### src/rtl/pc_ctrl_pkg.sv
// ============================================================================
//  Module      : pc_ctrl_pkg
//  Description : Shared definitions for the program-counter controller:
//                controller state encoding and default sizing constants.
//  Revision    : 1.0 - initial release
// ============================================================================
`default_nettype none

package pc_ctrl_pkg;

    // Default program-counter width and return-address-stack depth
    localparam int PC_W      = 8;
    localparam int RAS_DEPTH = 4;

    // Controller states
    typedef enum logic [1:0] {
        RUN   = 2'd0,
        FLUSH = 2'd1,
        HALT  = 2'd2
    } state_t;

endpackage : pc_ctrl_pkg

`default_nettype wire

### src/rtl/ras_stack.sv
// ============================================================================
//  Module      : ras_stack
//  Description : Return-address LIFO. A push while full and a pop while empty
//                are dropped; the caller is expected to flag those itself.
//  Ports       : clk, reset (sync, active low), push, pop, din[D-1:0],
//                top[D-1:0] (most recent entry), full, empty
//  Revision    : 1.0 - initial release
// ============================================================================
`default_nettype none

module ras_stack #(
    parameter int D         = pc_ctrl_pkg::PC_W,
    parameter int RAS_DEPTH = pc_ctrl_pkg::RAS_DEPTH
) (
    input  logic         clk,
    input  logic         reset,
    input  logic         push,
    input  logic         pop,
    input  logic [D-1:0] din,
    output logic [D-1:0] top,
    output logic         full,
    output logic         empty
);

    // Stack pointer counts occupied entries (0..RAS_DEPTH)
    localparam int SPW = $clog2(RAS_DEPTH + 1);
    localparam int AW  = (RAS_DEPTH > 1) ? $clog2(RAS_DEPTH) : 1;

    logic [D-1:0]   mem [RAS_DEPTH];
    logic [SPW-1:0] sp;
    logic [AW-1:0]  wr_idx;
    logic [AW-1:0]  rd_idx;

    assign full   = (sp == SPW'(RAS_DEPTH));
    assign empty  = (sp == '0);
    assign wr_idx = AW'(sp);
    assign rd_idx = AW'(sp - SPW'(1));
    assign top    = empty ? '0 : mem[rd_idx];

    always_ff @(posedge clk) begin
        if (!reset) begin
            sp <= '0;
        end else if (push && !full) begin
            sp <= sp + SPW'(1);
        end else if (pop && !empty) begin
            sp <= sp - SPW'(1);
        end
    end

    // Storage needs no reset: entries above the pointer are never read
    always_ff @(posedge clk) begin
        if (push && !full) begin
            mem[wr_idx] <= din;
        end
    end

endmodule : ras_stack

`default_nettype wire

### src/rtl/pc_ctrl.sv
// ============================================================================
//  Module      : pc_ctrl
//  Description : Program-counter control: branch / call / return / halt
//                sequencing with a one-cycle fetch flush after every jump.
//                Define PC_CTRL_RAS_EN to build the return-address stack;
//                without it calls act as plain taken branches, returns are
//                ignored and the stack flags are tied low.
//  Ports       : clk, reset (sync, active low), prog_ctr, br_req, br_taken,
//                br_tgt, call_req, ret_req, halt_req, resume  (inputs)
//                jump_en, target, flush, halted, ras_ovf, ras_unf (outputs)
//  Revision    : 1.0 - initial release
// ============================================================================
`default_nettype none

module pc_ctrl #(
    parameter int D         = pc_ctrl_pkg::PC_W,
    parameter int RAS_DEPTH = pc_ctrl_pkg::RAS_DEPTH
) (
    input  logic         clk,
    input  logic         reset,
    input  logic [D-1:0] prog_ctr,
    input  logic         br_req,
    input  logic         br_taken,
    input  logic [D-1:0] br_tgt,
    input  logic         call_req,
    input  logic         ret_req,
    input  logic         halt_req,
    input  logic         resume,
    output logic         jump_en,
    output logic [D-1:0] target,
    output logic         flush,
    output logic         halted,
    output logic         ras_ovf,
    output logic         ras_unf
);
    import pc_ctrl_pkg::*;

    state_t state;
    state_t next_state;

`ifdef PC_CTRL_RAS_EN
    logic         stk_push;
    logic         stk_pop;
    logic         set_ovf;
    logic         set_unf;
    logic [D-1:0] stk_top;
    logic         stk_full;
    logic         stk_empty;
    logic [D-1:0] ret_addr;

    // Return address wraps modulo 2^D
    assign ret_addr = prog_ctr + D'(1);

    ras_stack #(
        .D         (D),
        .RAS_DEPTH (RAS_DEPTH)
    ) u_ras (
        .clk   (clk),
        .reset (reset),
        .push  (stk_push),
        .pop   (stk_pop),
        .din   (ret_addr),
        .top   (stk_top),
        .full  (stk_full),
        .empty (stk_empty)
    );
`endif

    always_comb begin
        next_state = state;
        jump_en    = 1'b0;
        target     = '0;
        flush      = 1'b0;
        halted     = 1'b0;
`ifdef PC_CTRL_RAS_EN
        stk_push   = 1'b0;
        stk_pop    = 1'b0;
        set_ovf    = 1'b0;
        set_unf    = 1'b0;
`endif
        // Outputs are forced quiet while reset is held
        if (reset) begin
            case (state)
                RUN: begin
                    if (halt_req) begin
                        // Reload the current PC so it holds
                        jump_en    = 1'b1;
                        target     = prog_ctr;
                        next_state = HALT;
                    end else if (ret_req) begin
`ifdef PC_CTRL_RAS_EN
                        if (!stk_empty) begin
                            jump_en    = 1'b1;
                            target     = stk_top;
                            stk_pop    = 1'b1;
                            next_state = FLUSH;
                        end else begin
                            set_unf = 1'b1;
                        end
`endif
                    end else if (call_req) begin
                        jump_en    = 1'b1;
                        target     = br_tgt;
                        next_state = FLUSH;
`ifdef PC_CTRL_RAS_EN
                        // Jump still taken when full; only the push is lost
                        if (stk_full) begin
                            set_ovf = 1'b1;
                        end else begin
                            stk_push = 1'b1;
                        end
`endif
                    end else if (br_req && br_taken) begin
                        jump_en    = 1'b1;
                        target     = br_tgt;
                        next_state = FLUSH;
                    end
                end
                FLUSH: begin
                    flush      = 1'b1;
                    next_state = RUN;
                end
                HALT: begin
                    halted = 1'b1;
                    if (resume) begin
                        // Let the PC step past the halt instruction
                        next_state = RUN;
                    end else begin
                        jump_en = 1'b1;
                        target  = prog_ctr;
                    end
                end
                default: begin
                    next_state = RUN;
                end
            endcase
        end
    end

    always_ff @(posedge clk) begin
        if (!reset) begin
            state <= RUN;
        end else begin
            state <= next_state;
        end
    end

`ifdef PC_CTRL_RAS_EN
    // Sticky error flags, cleared only by reset
    always_ff @(posedge clk) begin
        if (!reset) begin
            ras_ovf <= 1'b0;
            ras_unf <= 1'b0;
        end else begin
            ras_ovf <= ras_ovf | set_ovf;
            ras_unf <= ras_unf | set_unf;
        end
    end
`else
    assign ras_ovf = 1'b0;
    assign ras_unf = 1'b0;
`endif

endmodule : pc_ctrl

`default_nettype wire

### config.mk
export PLATFORM = sky130hd
export DESIGN_NAME = pc_ctrl
export DESIGN_NICKNAME = d
export VERILOG_FILES = /design/src/rtl/pc_ctrl_pkg.sv /design/src/rtl/ras_stack.sv /design/src/rtl/pc_ctrl.sv
export SDC_FILE = /design/constraint.sdc
export NUM_CORES = 1
export LEC_CHECK = 0
export BUFFER_PORTS_ARGS = -buffer_cell sky130_fd_sc_hd__buf_2
export CELL_PAD_IN_SITES_DETAIL_PLACEMENT = 1
export CELL_PAD_IN_SITES_GLOBAL_PLACEMENT = 1
export CORE_MARGIN = 1
export CORE_UTILIZATION = 16
export CTS_CLUSTER_SIZE = 25
export DETAILED_ROUTE_END_ITERATION = 10
export HOLD_SLACK_MARGIN = 0.15
export PLACE_DENSITY = 0.76
export SLEW_MARGIN = 20
export SYNTH_ARGS = -nofsm -noshare
export SYNTH_HDL_FRONTEND = slang
export SYNTH_SLANG_ARGS = --single-unit
export TNS_END_PERCENT = 30
### constraint.sdc
create_clock -name clk -period 3 [get_ports clk]
set_input_delay 0.75 -clock clk [delete_from_list [all_inputs] [get_ports clk]]
set_output_delay 0.75 -clock clk [all_outputs]
set_load 0.02 [all_outputs]
# [Word-level counts from Yosys, hierarchy flattened]
# Cells that the tools add are included.
[word_totals] ff_bits=2 inputBits=24 out_inout_bits=13 word_cells=33
[classes] n_eq_ne=5 mux=24 reduce_logical=3
[op_table] cell="$mux 8" count=6
[op_table] cell="$pmux 8 s2" count=1
[op_table] cell="$mux 1" count=10
[op_table] cell="$mux 2" count=5
[op_table] cell="$ne 4x4->1 const B" count=1
[op_table] cell="$pmux 2 s2" count=1
[op_table] cell="$ne 3x3->1 const B" count=1
[op_table] cell="$reduce_and 3->1" count=1
[op_table] cell="$eq 2x1->1 const B" count=1
[op_table] cell="$eq 2x2->1 const B" count=1
[op_table] cell="$logic_not 2->1" count=1
[op_table] cell="$ne 2x2->1 const B" count=1
[op_table] cell="$pmux 1 s2" count=1
[op_table] cell="$logic_and 1x1->1" count=1

# [Depth between registers and ports, before layout]
[depth] word_depth=7 depth_mapped=3 ltp_nobuf=3

# [Worst setup path before layout]
# No wires, ideal clock.
[synth_timing] kind="in2out" startpoint="input port ret_req" endpoint="output port target[0]" t_arrival_ns=1.680 t_required_ns=2.250 path_slack_ns=0.570 stages=3 n_path_buf=0 cell_sequence="or3_4 -> nor4_4 -> a22o_1"
[synth_between] elab_chain_cells=4
[synth_lines] item="start: declaration" line="pc_ctrl.sv:26" rtl="input logic ret_req,"
[synth_lines] item="$mux 8" line="pc_ctrl.sv:90" rtl="end else if (ret_req) begin"
[synth_lines] item="$mux 8" line="pc_ctrl.sv:85" rtl="if (halt_req) begin"
[synth_lines] item="$pmux 8 s2" line="pc_ctrl.sv:83" rtl="case (state)"
[synth_lines] item="$mux 8" line="pc_ctrl.sv:82" rtl="if (reset) begin"
[synth_lines] item="end: declaration" line="pc_ctrl.sv:30" rtl="output logic [D-1:0] target,"
# Every way passes these cells.

# [Worst setup path in the final report]
# Ends and elaborated chain as after synthesis.

==> flow_summary.json <==
{
  "status": "finished, final reports clean",
  "globalplace.congestion": 0.586,
  "max_freq_mhz": 374,
  "mostFrequentLayoutCells": "34 x buf_2, 8 x a22o_1, 3 x clkbuf_4",
  "p_clk_frac": 0.396,
  "synth-simple-area-share": 0.313,
  "synth_compound_area_frac": 0.408,
  "synth_cell_types": 15,
  "top_register": "state",
  "final_layout_size_suffix_gt1_frac": 0.689,
  "cellPowerDensity_nw_per_um2": 352,
  "end_kind": "output port",
  "power_uw": 149,
  "finalCriticalPeriod_ns": 2.68,
  "switching_share": 0.327,
  "routed_via_density": 4.46,
  "largest_reg_flops": 2,
  "cts_max_level": 1,
  "rows": 13,
  "worst_setup_path_start_kind": "input port",
  "die-area_um2": 1550,
  "cts_tree": "done",
  "synth_top_area_frac": 0.313,
  "firstDrtPassIters": 2,
  "clk_path_buf_depth": 2,
  "syn_inst": 25,
  "overflow": 0,
  "final_cell_area_um2": 424,
  "route.detailed.drc": 0,
  "crit_fanout": 9,
  "synth_top_family_by_area": "compound AO/OA/AOI/OAI gates",
  "numCtsBuffers": 3,
  "yosys-mux-area-fraction": 0,
  "grt_start_max_net_pins": 11,
  "final_common_cell": "buf_2",
  "area_growth_syn_to_layout_pct": 89.4,
  "grt_pass1_wl_mm": 1.04,
  "skew_ns": 0.00324,
  "rsz0062_at_grt": "no",
  "synthAdderAreaFrac": 0,
  "critPathKind": "in -> out",
  "ys_warn_count": 0,
  "synth.avg_cell_area_um2": 8.96,
  "io_buffers": 34,
  "pwr-share-seq": 0.197,
  "critPathRequiredTime_ns": 2.25,
  "core-area_um2": 1300,
  "ys_ff_latch": 2,
  "yosys.area.top_type": "a22o_1",
  "placed_cell_area_um2": 402,
  "nets": 87,
  "setup_ws_ns": 0.324,
  "die_y_um": 39.4,
  "start_util": 0.172,
  "wl_per_cell_um": 10.1,
  "arrival_ns": 1.93,
  "cts_resized": 0,
  "via_count": 339,
  "clock_latency_ns": 0.22,
  "p_switching_uw": 48.9,
  "die_w_um": 39.4,
  "syn_area_um2": 224,
  "diodes": 0,
  "timing_hold_violations_final": 0,
  "whs_path_depth": 2,
  "place_ws_ns": 0.295,
  "postCtsSetupBuffers": 0,
  "ctsHoldBuffers": 0,
  "setup_viol": 0,
  "clk_pin_slew_ns": 0.03,
  "clkSinkCount": 2,
  "peakVddDrop_mv": 0.170,
  "tns_ns": 0,
  "rr_worst_depth": 2,
  "synth_xor_area_frac": 0,
  "wl_um": 768,
  "utilization": 0.326,
  "p_int_uw": 100,
  "fin_crit_sh": 0.892,
  "antenna_left": 0,
  "p_leak_uw": 0.000249,
  "grtUsageTotal": 0.102,
  "finalMaxSlewViolations": 0,
  "reg.largest.list": "state (2)",
  "fillers": 182,
  "synthTopCellsByArea": "a22o_1 31%, dfxtp_1 18%, nor4_4 9.5%",
  "combPwrFrac": 0.406,
  "hold_path.class": "reg -> reg",
  "first_global_vias": 265,
  "antenna_found_initial": 0,
  "ys_seq_area_frac": 0.179,
  "place_hpwl_um": 668,
  "drt_iter0_markers": 4,
  "maxCapViolCount": 0,
  "ios": 37,
  "cts-root-buf": "clkbuf_4"
}
[path summary, 6_finish.rpt]
| kind | from | end | slack (ns) |
|---|---|---|---|
| setup / recovery | ret_req | target[0] | 0.32 |
| hold / removal | state[0]$_SDFFE_PN0P_ | state[0]$_SDFFE_PN0P_ | 0.58 |
| setup reg to reg | state[0]$_SDFFE_PN0P_ | state[0]$_SDFFE_PN0P_ | 1.76 |
| hold reg to reg | state[0]$_SDFFE_PN0P_ | state[0]$_SDFFE_PN0P_ | 0.58 |
[Yosys cell counts]
cell	count
a21o_1	1
a21oi_1	1
a21oi_2	1
a22o_1	8
and3_2	1
buf_4	2
conb_1	1
dfxtp_1	2
inv_1	1
nand2b_1	1
nand2b_2	1
nor2_1	2
nor4_4	1
or2b_1	1
or3_4	1
[logic make-up after synthesis]
| logic type | after synthesis |
|---|---|
| compound gates | 11 |
| flops | 2 |
| other cells | 1 |
| simple gates | 8 |
| buf+inv | 3 |
[layout make-up]
cell class                      count  area, µm²  area share
Timing Repair Buffer               34        170       0.401
Multi-Input combinational cell     21        169       0.398
Sequential cell                     2       40.0      0.0944
Clock buffer                        3       22.5      0.0531
Tap cell                           15       18.8      0.0442
Inverter                            1       3.75     0.00885
[critical path, cell delays in order]
cell    delay, ns
buf_2        0.10
or3_4        0.34
nor4_4       0.38
a22o_1       0.21
buf_2        0.16
[metal layers]
layer | share of wire | GRT usage | vias up
met5 | 0 | 0 | -
met4 | 0 | 0.0517 | 0
met3 | 0.073 | 0.0568 | 0
met2 | 0.58 | 0.148 | 13
met1 | 0.35 | 0.118 | 160
li1 | - | - | 166
[power groups by stage]
stage | combinational, µW | clock (µW) | sequential [µW]
floorplan | 37.3 | 0 | 29.5
global placement | 60.3 | 0 | 29.8
detailed placement | 61.6 | 0 | 29.9
CTS | 61.8 | 62.6 | 29.5
global route | 66.2 | 67.2 | 29.6
finish | 60.7 | 59.2 | 29.4
[stage by stage]
stage,std cells,hold WS [ns]
after global routing,76,0.609
after detailed placement,73,0.586
final,76,0.581
after floorplan,26,0.541
after CTS,76,0.590
after global placement,73,0.587
Note: power is estimated with default switching activity, not from simulation.
